### config.mk
export PLATFORM = sky130hd
export DESIGN_NAME = interp_sched
export DESIGN_NICKNAME = d
export VERILOG_FILES = /design/src/rtl/interp_pkg.sv /design/src/rtl/quadrant_addr_gen.sv /design/src/rtl/interp_sched.sv
export SDC_FILE = /design/constraint.sdc
export NUM_CORES = 1
export LEC_CHECK = 0
export ABC_AREA = 1
export ABC_CLOCK_PERIOD_IN_PS = 2800
export BUFFER_PORTS_ARGS = -buffer_cell sky130_fd_sc_hd__buf_2
export CELL_PAD_IN_SITES_DETAIL_PLACEMENT = 0
export CELL_PAD_IN_SITES_GLOBAL_PLACEMENT = 2
export CORE_MARGIN = 4
export CORE_UTILIZATION = 27
export DETAILED_ROUTE_END_ITERATION = 7
export GPL_TIMING_DRIVEN = 1
export PLACE_DENSITY_LB_ADDON = 0.05
export SKIP_LAST_GASP = 1
export SLEW_MARGIN = 25
export SYNTH_ARGS = -nofsm -noshare
export SYNTH_HDL_FRONTEND = slang
export SYNTH_SLANG_ARGS = --single-unit
export TNS_END_PERCENT = 30
### constraint.sdc
create_clock -name clk -period 2.8 [get_ports clk]
set_input_delay 0.56 -clock clk [delete_from_list [all_inputs] [get_ports clk]]
set_output_delay 0.56 -clock clk [all_outputs]
set_load 0.005 [all_outputs]
### src/rtl/interp_pkg.sv
// -----------------------------------------------------------------------------
// interp_pkg
// Shared definitions for the interpolation scheduler:
//   - default geometry constants (source width, quadrant edge, output pixels)
//   - address widths of the source ROM and the result buffer
//   - scheduler state enum
//   - quad_base(): first source address of a quadrant (used once per run)
// -----------------------------------------------------------------------------
package interp_pkg;

   localparam int IMG_W_DEF   = 400;
   localparam int TILE_DEF    = 100;
   localparam int OUT_PIX_DEF = 88804;
   localparam int TIMEOUT_DEF = 4096;

   localparam int SRC_AW = 18;
   localparam int DST_AW = 17;

   typedef enum logic [2:0] {
      IDLE    = 3'd0,
      FETCH   = 3'd1,
      DRAIN   = 3'd2,
      WAIT_VB = 3'd3,
      SWAP    = 3'd4
   } sched_state_t;

   // Top-left source address of quadrant {row[1:0], col[1:0]}.
   function automatic logic [SRC_AW-1:0] quad_base(input logic [3:0] quad,
                                                    input int img_w,
                                                    input int tile);
      int row0;
      int col0;
      row0 = int'(quad[3:2]) * tile;
      col0 = int'(quad[1:0]) * tile;
      return SRC_AW'(row0 * img_w + col0);
   endfunction

endpackage

### src/rtl/quadrant_addr_gen.sv
// -----------------------------------------------------------------------------
// quadrant_addr_gen
// Walks a TILE x TILE window of a row-major IMG_W-wide image, column fastest.
// Ports:
//   clk, rst_n  clock, asynchronous active-low reset
//   start       load base and zero the row/column indices (wins over step)
//   step        advance to the next pixel of the window
//   base        window origin, sampled on start
//   addr        current source address
//   last        current address is the bottom-right pixel of the window
// Only adders are used: +1 within a row, +(IMG_W-TILE+1) at a row wrap.
// -----------------------------------------------------------------------------
module quadrant_addr_gen
   import interp_pkg::*;
#(
   parameter int IMG_W = IMG_W_DEF,
   parameter int TILE  = TILE_DEF
) (
   input  logic              clk,
   input  logic              rst_n,
   input  logic              start,
   input  logic              step,
   input  logic [SRC_AW-1:0] base,
   output logic [SRC_AW-1:0] addr,
   output logic              last
);

   localparam int                CW       = (TILE > 1) ? $clog2(TILE) : 1;
   localparam logic [CW-1:0]     IDX_LAST = CW'(TILE - 1);
   localparam logic [SRC_AW-1:0] ROW_JUMP = SRC_AW'(IMG_W - TILE + 1);

   logic [SRC_AW-1:0] addr_q, addr_d;
   logic [CW-1:0]     row_q, row_d;
   logic [CW-1:0]     col_q, col_d;

   always_comb begin
      addr_d = addr_q;
      row_d  = row_q;
      col_d  = col_q;
      if (start) begin
         addr_d = base;
         row_d  = '0;
         col_d  = '0;
      end else if (step) begin
         if (col_q == IDX_LAST) begin
            col_d  = '0;
            row_d  = row_q + CW'(1);
            addr_d = addr_q + ROW_JUMP;
         end else begin
            col_d  = col_q + CW'(1);
            addr_d = addr_q + SRC_AW'(1);
         end
      end
   end

   always_ff @(posedge clk or negedge rst_n) begin
      if (!rst_n) begin
         addr_q <= '0;
         row_q  <= '0;
         col_q  <= '0;
      end else begin
         addr_q <= addr_d;
         row_q  <= row_d;
         col_q  <= col_d;
      end
   end

   assign addr = addr_q;
   assign last = (row_q == IDX_LAST) && (col_q == IDX_LAST);

endmodule

### src/rtl/interp_sched.sv
// -----------------------------------------------------------------------------
// interp_sched
// Schedules one quadrant of the source image through the interpolation
// pipeline, counts the pipeline's output pixels into the back buffer, and
// swaps front/back buffers in the next vertical blank.
// Ports:
//   clk            pixel clock
//   reset          asynchronous, active-low
//   cuadrante      quadrant select, [3:2] row, [1:0] column
//   interpolacion  level, high requests processing
//   vsync_start    one-cycle pulse at start of vertical blank
//   pipe_stall     pipeline backpressure
//   dst_valid      pipeline output pixel strobe
//   src_addr       source ROM address
//   src_valid      source read issued this cycle
//   dst_addr       result buffer write address
//   dst_we         result write enable
//   dst_bank       back buffer being written (~bank_sel)
//   bank_sel       front buffer shown by VGA
//   busy           high in any state except IDLE
//   done           one-cycle pulse on buffer swap
//   err            sticky overflow/timeout flag
//   dbg_state      current scheduler state
// Build option: SCHED_TIMEOUT_EN adds a DRAIN watchdog of TIMEOUT cycles.
//
// Source handshake: src_valid is the valid and ~pipe_stall the ready; a read
// is issued exactly on cycles with src_valid high, and while pipe_stall is
// high src_addr holds the next unissued address.
// -----------------------------------------------------------------------------
module interp_sched
   import interp_pkg::*;
#(
   parameter int IMG_W   = IMG_W_DEF,
   parameter int TILE    = TILE_DEF,
   parameter int OUT_PIX = OUT_PIX_DEF,
   parameter int TIMEOUT = TIMEOUT_DEF
) (
   input  logic              clk,
   input  logic              reset,
   input  logic [3:0]        cuadrante,
   input  logic              interpolacion,
   input  logic              vsync_start,
   input  logic              pipe_stall,
   input  logic              dst_valid,
   output logic [SRC_AW-1:0] src_addr,
   output logic              src_valid,
   output logic [DST_AW-1:0] dst_addr,
   output logic              dst_we,
   output logic              dst_bank,
   output logic              bank_sel,
   output logic              busy,
   output logic              done,
   output logic              err,
   output sched_state_t      dbg_state
);

   if (TILE < 1 || IMG_W < TILE || OUT_PIX < 1 || OUT_PIX >= (1 << DST_AW) ||
       TIMEOUT < 1) begin : g_param_check
      $error("interp_sched: parameter out of range");
   end

   localparam logic [DST_AW-1:0] OUT_FULL = DST_AW'(OUT_PIX);
   localparam logic [DST_AW-1:0] OUT_LAST = DST_AW'(OUT_PIX - 1);

   sched_state_t      state_q, state_d;
   logic              interp_q;
   logic [3:0]        cuad_prev_q;
   logic              pending_q, pending_d;
   logic [DST_AW-1:0] cnt_q, cnt_d;
   logic              bank_q, bank_d;
   logic              err_q, err_d;

   logic              int_rise;
   logic              cuad_chg;
   logic              accept;
   logic              drop;
   logic              start_run;
   logic              src_valid_w;
   logic              timeout_hit;
   logic              gen_start;
   logic              gen_step;
   logic              gen_last;
   logic [SRC_AW-1:0] gen_base;
   logic [SRC_AW-1:0] gen_addr;

   assign int_rise    = interpolacion && !interp_q;
   assign cuad_chg    = (cuadrante != cuad_prev_q);
   assign src_valid_w = (state_q == FETCH) && !pipe_stall;
   // Output pixels are only taken while a run is active and the frame is
   // not yet full; anything else is an overflow.
   assign accept      = dst_valid && ((state_q == FETCH) || (state_q == DRAIN)) &&
                        (cnt_q != OUT_FULL);
   assign drop        = dst_valid && !accept;

   // The quadrant is captured into the generator on the start cycle; SWAP
   // reloads it with zero so the address reads 0 between runs.
   assign gen_start = start_run || (state_q == SWAP);
   assign gen_base  = (state_q == SWAP) ? '0 : quad_base(cuadrante, IMG_W, TILE);
   assign gen_step  = src_valid_w && !gen_last;

   quadrant_addr_gen #(
      .IMG_W (IMG_W),
      .TILE  (TILE)
   ) u_addr_gen (
      .clk   (clk),
      .rst_n (reset),
      .start (gen_start),
      .step  (gen_step),
      .base  (gen_base),
      .addr  (gen_addr),
      .last  (gen_last)
   );

`ifdef SCHED_TIMEOUT_EN
   localparam int WD_W = $clog2(TIMEOUT + 1);

   logic [WD_W-1:0] wd_q, wd_d;

   // Counts consecutive DRAIN cycles with no output pixel.
   always_comb begin
      wd_d = '0;
      if ((state_q == DRAIN) && !dst_valid) wd_d = wd_q + WD_W'(1);
   end

   always_ff @(posedge clk or negedge reset) begin
      if (!reset) wd_q <= '0;
      else        wd_q <= wd_d;
   end

   assign timeout_hit = (state_q == DRAIN) && !dst_valid &&
                        (wd_q == WD_W'(TIMEOUT - 1));
`else
   assign timeout_hit = 1'b0;
`endif

   always_comb begin
      state_d   = state_q;
      pending_d = pending_q;
      cnt_d     = cnt_q;
      bank_d    = bank_q;
      err_d     = err_q;
      start_run = 1'b0;

      case (state_q)
         IDLE: begin
            if (int_rise || (interpolacion && cuad_chg) || pending_q) begin
               state_d   = FETCH;
               start_run = 1'b1;
            end
         end
         FETCH: begin
            if (src_valid_w && gen_last) state_d = DRAIN;
         end
         DRAIN: begin
            // Full frame either already counted or completed this cycle.
            if ((cnt_q == OUT_FULL) || (accept && (cnt_q == OUT_LAST))) begin
               state_d = WAIT_VB;
            end else if (timeout_hit) begin
               state_d = IDLE;
               err_d   = 1'b1;
            end
         end
         WAIT_VB: begin
            if (vsync_start) begin
               state_d = SWAP;
               bank_d  = ~bank_q;
            end
         end
         SWAP: begin
            state_d = IDLE;
            cnt_d   = '0;
         end
         default: state_d = IDLE;
      endcase

      if (accept) cnt_d = cnt_q + DST_AW'(1);

      if (start_run) begin
         cnt_d     = '0;
         pending_d = 1'b0;
      end else if ((state_q != IDLE) && cuad_chg) begin
         pending_d = 1'b1;
      end

      if (drop) err_d = 1'b1;
   end

   always_ff @(posedge clk or negedge reset) begin
      if (!reset) begin
         state_q     <= IDLE;
         interp_q    <= 1'b0;
         cuad_prev_q <= '0;
         pending_q   <= 1'b0;
         cnt_q       <= '0;
         bank_q      <= 1'b0;
         err_q       <= 1'b0;
      end else begin
         state_q     <= state_d;
         interp_q    <= interpolacion;
         cuad_prev_q <= cuadrante;
         pending_q   <= pending_d;
         cnt_q       <= cnt_d;
         bank_q      <= bank_d;
         err_q       <= err_d;
      end
   end

   assign src_addr  = gen_addr;
   assign src_valid = src_valid_w;
   assign dst_addr  = cnt_q;
   assign dst_we    = accept;
   assign dst_bank  = ~bank_q;
   assign bank_sel  = bank_q;
   assign busy      = (state_q != IDLE);
   assign done      = (state_q == SWAP);
   assign err       = err_q;
   assign dbg_state = state_q;

endmodule
### Word-level counts from Yosys, hierarchy flattened

Cells that the tools add are included.

| storage, ports and cells | value |
|---|---|
| flip-flop bits (word level) | 60 |
| bits in latches | 0 |
| memory bits (writable) | 0 |
| memory bits (read-only) | 0 |
| input bits | 10 |
| output and inout port bits | 45 |
| logic and storage cells | 85 |
| memories | 0 |

| cells by class | value |
|---|---|
| add/subtract/negate cells | 6 |
| multiply operators | 3 |
| divide/modulo/power cells | 0 |
| order comparisons | 0 |
| equality and inequality tests | 14 |
| shift operators | 0 |
| mux-type cells | 22 |
| bitwise logic cells | 1 |
| reductions and logical operators | 29 |

Operators with widths:

| kind | number |
|---|---|
| $mux 18 | 4 |
| $mux 17 | 3 |
| $mux 7 | 6 |
| $eq 17x17->1 const B | 2 |
| $add 18x1->18 const B | 1 |
| $add 18x9->18 | 1 |
| $add 18x9->18 const B | 1 |
| $add 17x1->17 const B | 1 |
| $ne 17x17->1 const B | 1 |
| $add 7x1->7 const B | 2 |
| $eq 7x7->1 const B | 2 |
| $mul 2x5->7 const B | 2 |
| $mul 7x5->12 const B | 1 |
| $mux 3 | 4 |
| $pmux 3 s4 | 1 |
| $logic_and 1x1->1 | 11 |
| $eq 3x2->1 const B | 2 |
| $reduce_bool 2->1 | 3 |
| $reduce_bool 3->1 | 2 |
| $logic_or 1x1->1 | 5 |
| $logic_not 1->1 | 4 |
| $mux 1 | 4 |
| $ne 2x1->1 const B | 2 |
| $ne 2x2->1 const B | 2 |
| 7 further kinds | 8 |

### Depth between registers and ports, before layout

| logic depth | value |
|---|---|
| depth after elaboration | 9 |
| depth in mapped cells | 18 |
| depth with buffers taken out | 17 |

### Hierarchy

A second synthesis with hierarchy kept.

| second synthesis, totals | value |
|---|---|
| cell total of the unflattened synthesis | 598 |
| area, all modules | 4252.8 um2 |

By module, submodules not included:

| module | instances | cells an instance | area an instance (um2) | sequential area each (um2) |
|---|---|---|---|---|
| quadrant_addr_gen | 1 | 307 | 2138.3 | 800.8 |
| interp_sched | 1 | 291 | 2114.5 | 700.7 |

### Worst setup path before layout

No wires, ideal clock.

| timing path | value |
|---|---|
| path kind | reg2reg |
| start | reg u_addr_gen.col_q[0] |
| end | reg u_addr_gen.addr_q[17], in the netlist u_addr_gen.addr[17] |
| setup time | 117 ps |
| data arrival time | 2244 ps |
| data required time | 2683 ps |
| path slack | 440 ps |
| cell stages (with the launch flop) | 15 |
| buffers on the path | 1 |
| period minus slack after synthesis | 2360 ps |
| path through | dfrtp_1 -> ha_1 -> nand4_1 -> buf_2 -> inv_1 -> ha_1 -> nand2_1 -> o21ai_0 -> nand2_1 -> nand2_1 -> nand3_1 -> nand2_1 -> nand2_1 -> nand3_2 -> nand2_1 |

| between the ends | value |
|---|---|
| longest elaborated chain between the ends | 5 |
| elaborated cells between the ends (all ways) | 8 |
| classes of those cells | 1 x eq/ne; 3 x mux; 4 x reduce/logical |

RTL lines:

| element | RTL line | source |
|---|---|---|
| from (decl) | quadrant_addr_gen.sv:34 | `logic [CW-1:0] col_q, col_d;` |
| from (signal assigned) | quadrant_addr_gen.sv:64 | `col_q <= col_d;` |
| $eq 7x7->1 * | quadrant_addr_gen.sv:45, quadrant_addr_gen.sv:69 |  |
| $logic_and 1x1->1 | quadrant_addr_gen.sv:69 | `assign last = (row_q == IDX_LAST) && (col_q == IDX_LAST);` |
| $logic_not 1->1 | interp_sched.sv:99 | `assign gen_step = src_valid_w && !gen_last;` |
| $logic_and 1x1->1 | interp_sched.sv:99 |  |
| $reduce_bool 2->1 (no line) | - |  |
| to (signal assigned) | quadrant_addr_gen.sv:62 | `addr_q <= addr_d;` |
| to (decl) | quadrant_addr_gen.sv:32 | `logic [SRC_AW-1:0] addr_q, addr_d;` |

Mark *: on every way between the ends. The rest lies on a longest branch, timed or not. The select of a mux whose other input is x is not followed.
A chain may end at the register's enable or synchronous reset.

### Final worst setup path

| timing path | value |
|---|---|
| start | reg cnt_q[6], in the netlist dst_addr[6] |
| end | out dst_we |

| between the ends | value |
|---|---|
| longest elaborated chain between the ends | 2 |

RTL lines:

| element | RTL line | source |
|---|---|---|
| from (decl) | interp_sched.sv:69 | `logic [DST_AW-1:0] cnt_q, cnt_d;` |
| from (signal assigned) | interp_sched.sv:202 | `cnt_q <= cnt_d;` |
| $ne 17x17->1 | interp_sched.sv:92 | `(cnt_q != OUT_FULL);` |
| $logic_and 1x1->1 | interp_sched.sv:91 | `assign accept = dst_valid && ((state_q == FETCH) \|\| (state_q == DRAIN)) &&` |
| to (decl) | interp_sched.sv:48 | `output logic dst_we,` |

No other way between the ends.

==> impl_metrics.toml <==
[global_routing]
grt_max_degree = 26
antenna_found_initial = 0
track_usage_pct = 15.8
grt_pass1_wl_microns = 22400
grt_overflow = 0
grt_pass1_vias = 4095

[sta]
tns_ns = 0
clock.fmax_mhz = 411
timing.hold.ws_ns = 0.245
tightest_slew_ns = 0.651
rsz0062_at_grt = "no"
setup_slack_ns = 0.367
max_slew_margin_pct = 56.2
clock_skew_ns = 0.00821
hold_viol_final = 0
min_period_over_period_pct = 86.9
slew_viol_final = 0
setup_violations = 0
fin_crit_ns = 2.43

[finish]
num_antenna_cells = 0
register_area_sq_um = 1500
n_fill_cell = 1737
multi_input_area_sq_um = 2440
area_growth_syn_to_layout_pct = 20.3
drive_above_1_share_pct = 17.2
nets = 718

[clocking]
worstSkewPairLatency_ns = 0.34
cts_tree = "done"
htree_levels = 3
postCtsSetupRepairBufs = 0
clk_pin_slew_ns = 0.06
postCtsHoldBufs = 0
clock-sinks = 60
clock_path_buffers = 2
cts_buffers = 9
cts_resized = 0
root_buffer = "clkbuf_16"

[yosys]
async_flop_share_pct = 100
synth_top_cell_by_area = "dfrtp_1"
syn_area_sq_um = 4350
synth_edf_count = 0
yosysSeqAreaShare_pct = 34.5
synth-seq-cells = 60
postSynthAreaPerCell_sq_um = 7.02
synth_top_area_share_pct = 34.5
yosys_warnings = 0
synthTopCellsByArea = "dfrtp_1, nand2_1, nand3_1"
synthFlopType = "dfrtp_1"
synth_most_common_cell = "nand2_1"
synth_fp_nets = 652
post_synth_num_cell_types = 35
ys_top_cells_by_count = "nand2_1, inv_1, nand3_1, dfrtp_1, nor2_1"
synthCells = 619

[floorplanning]
die_x_microns = 135
rows = 46
boundaryPins = 55
start_util_pct = 27.5
coreArea_sq_um = 15800
die_h_microns = 135
die_area_sq_um = 18200

[setup_path]
cp.required_ns = 2.24
cp_top_family = "simple AND/OR/NAND/NOR gates"
cp.arrival_ns = 1.87
crit_fanout = 4
critical_path_buf_inv_count = 2
cp_slowest_stage_delay_ns = 0.38
critPathMostFrequentCell = "nand2_1"
crit_type = "reg -> out"
critPathSlowestCell = "dfrtp_1"
worstPathCellList = "nand2_1 -> nor2_1 -> nand4_1 -> nor2_1 -> nand2_1 -> nand2_1 -> inv_2 -> buf_2"
end_kind = "output port"
start_kind = "register"

[power]
power_leakage_nw = 2.79
vdd_drop_max_mv = 0.411
power_density_nw_per_um2 = 844

[placement]
numPortBuffers = 54
place_congestion = 0.764
place_ws_ns = 0.306
dp_hpwl_microns = 10300

[drt]
avgRoutedWirePerCell_microns = 14.9
remaining_drc_errors = 0
via_per_inst = 4.54
dr.pass1.iters = 5
vias = 4111
wl_microns = 13500
drtIter0Drc = 194
ant_nets = 0

[worst_hold_path]
min_path_type = "in -> async"

[run]
drv_cap = 0

[outcome]
status = "completed"
cells in the final DEF, fill, tap and decap left out, types with 2 or more instances in the layout:
| cell type | n |
|---|---|
| buf_4 | 11 |
| bufinv_16 | 2 |
| nor4_1 | 5 |
| buf_12 | 2 |
| nand2_1 | 207 |
| xor2_1 | 17 |
| nor3_1 | 9 |
| o211ai_1 | 8 |
| o21ai_1 | 3 |
| nand3_1 | 63 |
| xnor2_1 | 5 |
| nand2_2 | 4 |
| ha_1 | 22 |
| a21oi_1 | 4 |
| inv_2 | 5 |
| clkinvlp_4 | 2 |
| nand3b_1 | 7 |
| o21ai_0 | 11 |
| nand3_2 | 4 |
| dfrtp_1 | 60 |
| nand4_1 | 12 |
| o21ai_2 | 11 |
| clkbuf_16 | 9 |
| buf_2 | 54 |
| or2_2 | 5 |
| nor2_2 | 4 |
| inv_1 | 78 |
| nor2_1 | 53 |
logic make-up after synthesis:
logic type | synth area share, %
fa+ha+maj | 6.79
flops | 34.5
simple gates | 38.6
xor+xnor | 4.43
buf+inv | 9.44
compound gates | 6.16
layer usage:
layer  routed length (microns)  track usage, %  up-vias
met1                      6750            22.1     1908
met3                       532            2.94       11
met4                       203            5.66        0
met5                         0               0        -
li1                          -               -     2116
met2                      6020            24.4       76
metrics by stage:
| step | util, % | instance area (sq um) | power [mW] | std cells |
|---|---|---|---|---|
| 6_report | 33.0 | 5230 | 4.41 | 906 |
| 5_1_grt | 33.0 | 5230 | 4.81 | 906 |
| 4_1_cts | 33.0 | 5230 | 4.52 | 906 |
| 3_5_place_dp | 31.0 | 4910 | 3.24 | 890 |
| 3_3_place_gp | 31.0 | 4910 | 3.24 | 890 |
| 2_1_floorplan | - | 4350 | 2.55 | 619 |
area by class of cell:
| cell class | count | area share, % |
|---|---|---|
| inverters | 83 | 5.96 |
| clock buffers | 10 | 4.38 |
| well taps | 216 | 5.17 |
| repair buffers | 67 | 7.51 |
| multi-input cells | 464 | 46.6 |
| clock inverters | 6 | 1.70 |
| flip-flops and latches | 60 | 28.7 |
sequential cells by signal (all words and copies together) (netlist names), 3 cells and up:
name / flops
dbg_state: 3
cuad_prev_q: 4
u_addr_gen.col_q: 7
u_addr_gen.row_q: 7
u_addr_gen.addr: 18
dst_addr: 17
power by group:
part	switching (mW)	internal (mW)
combinational	1.25	0.624
clock	0.442	0.779
sequential	0.254	1.06
worst register-to-register path, cell delays in order (launching register included):
cell     delay (ns)
dfrtp_1        0.40
ha_1           0.25
nand4_1        0.12
inv_1          0.14
ha_1           0.38
nand3_1        0.12
o21ai_1        0.29
nand2_1        0.12
nand2_1        0.12
nand3_1        0.08
nand2_1        0.07
nand2_1        0.06
nand3_2        0.06
nand2_1        0.04
final timing paths:
path / to / depth (start not counted) / start / slack [ns]
hold / removal: u_addr_gen.addr[6] / 1 / reset / 0.24
max in group asynchronous: dbg_state[1] / 3 / reset / 1.82
setup / recovery: dst_we / 8 / dst_addr[6] / 0.37
min in group clk: interp_q / 1 / interpolacion / 0.36
hold reg to reg: u_addr_gen.col_q[5] / 2 / u_addr_gen.col_q[5] / 0.48
setup reg to reg: u_addr_gen.addr[17] / 13 / u_addr_gen.col_q[0] / 0.43
Note: power is estimated with default switching activity, not from simulation.
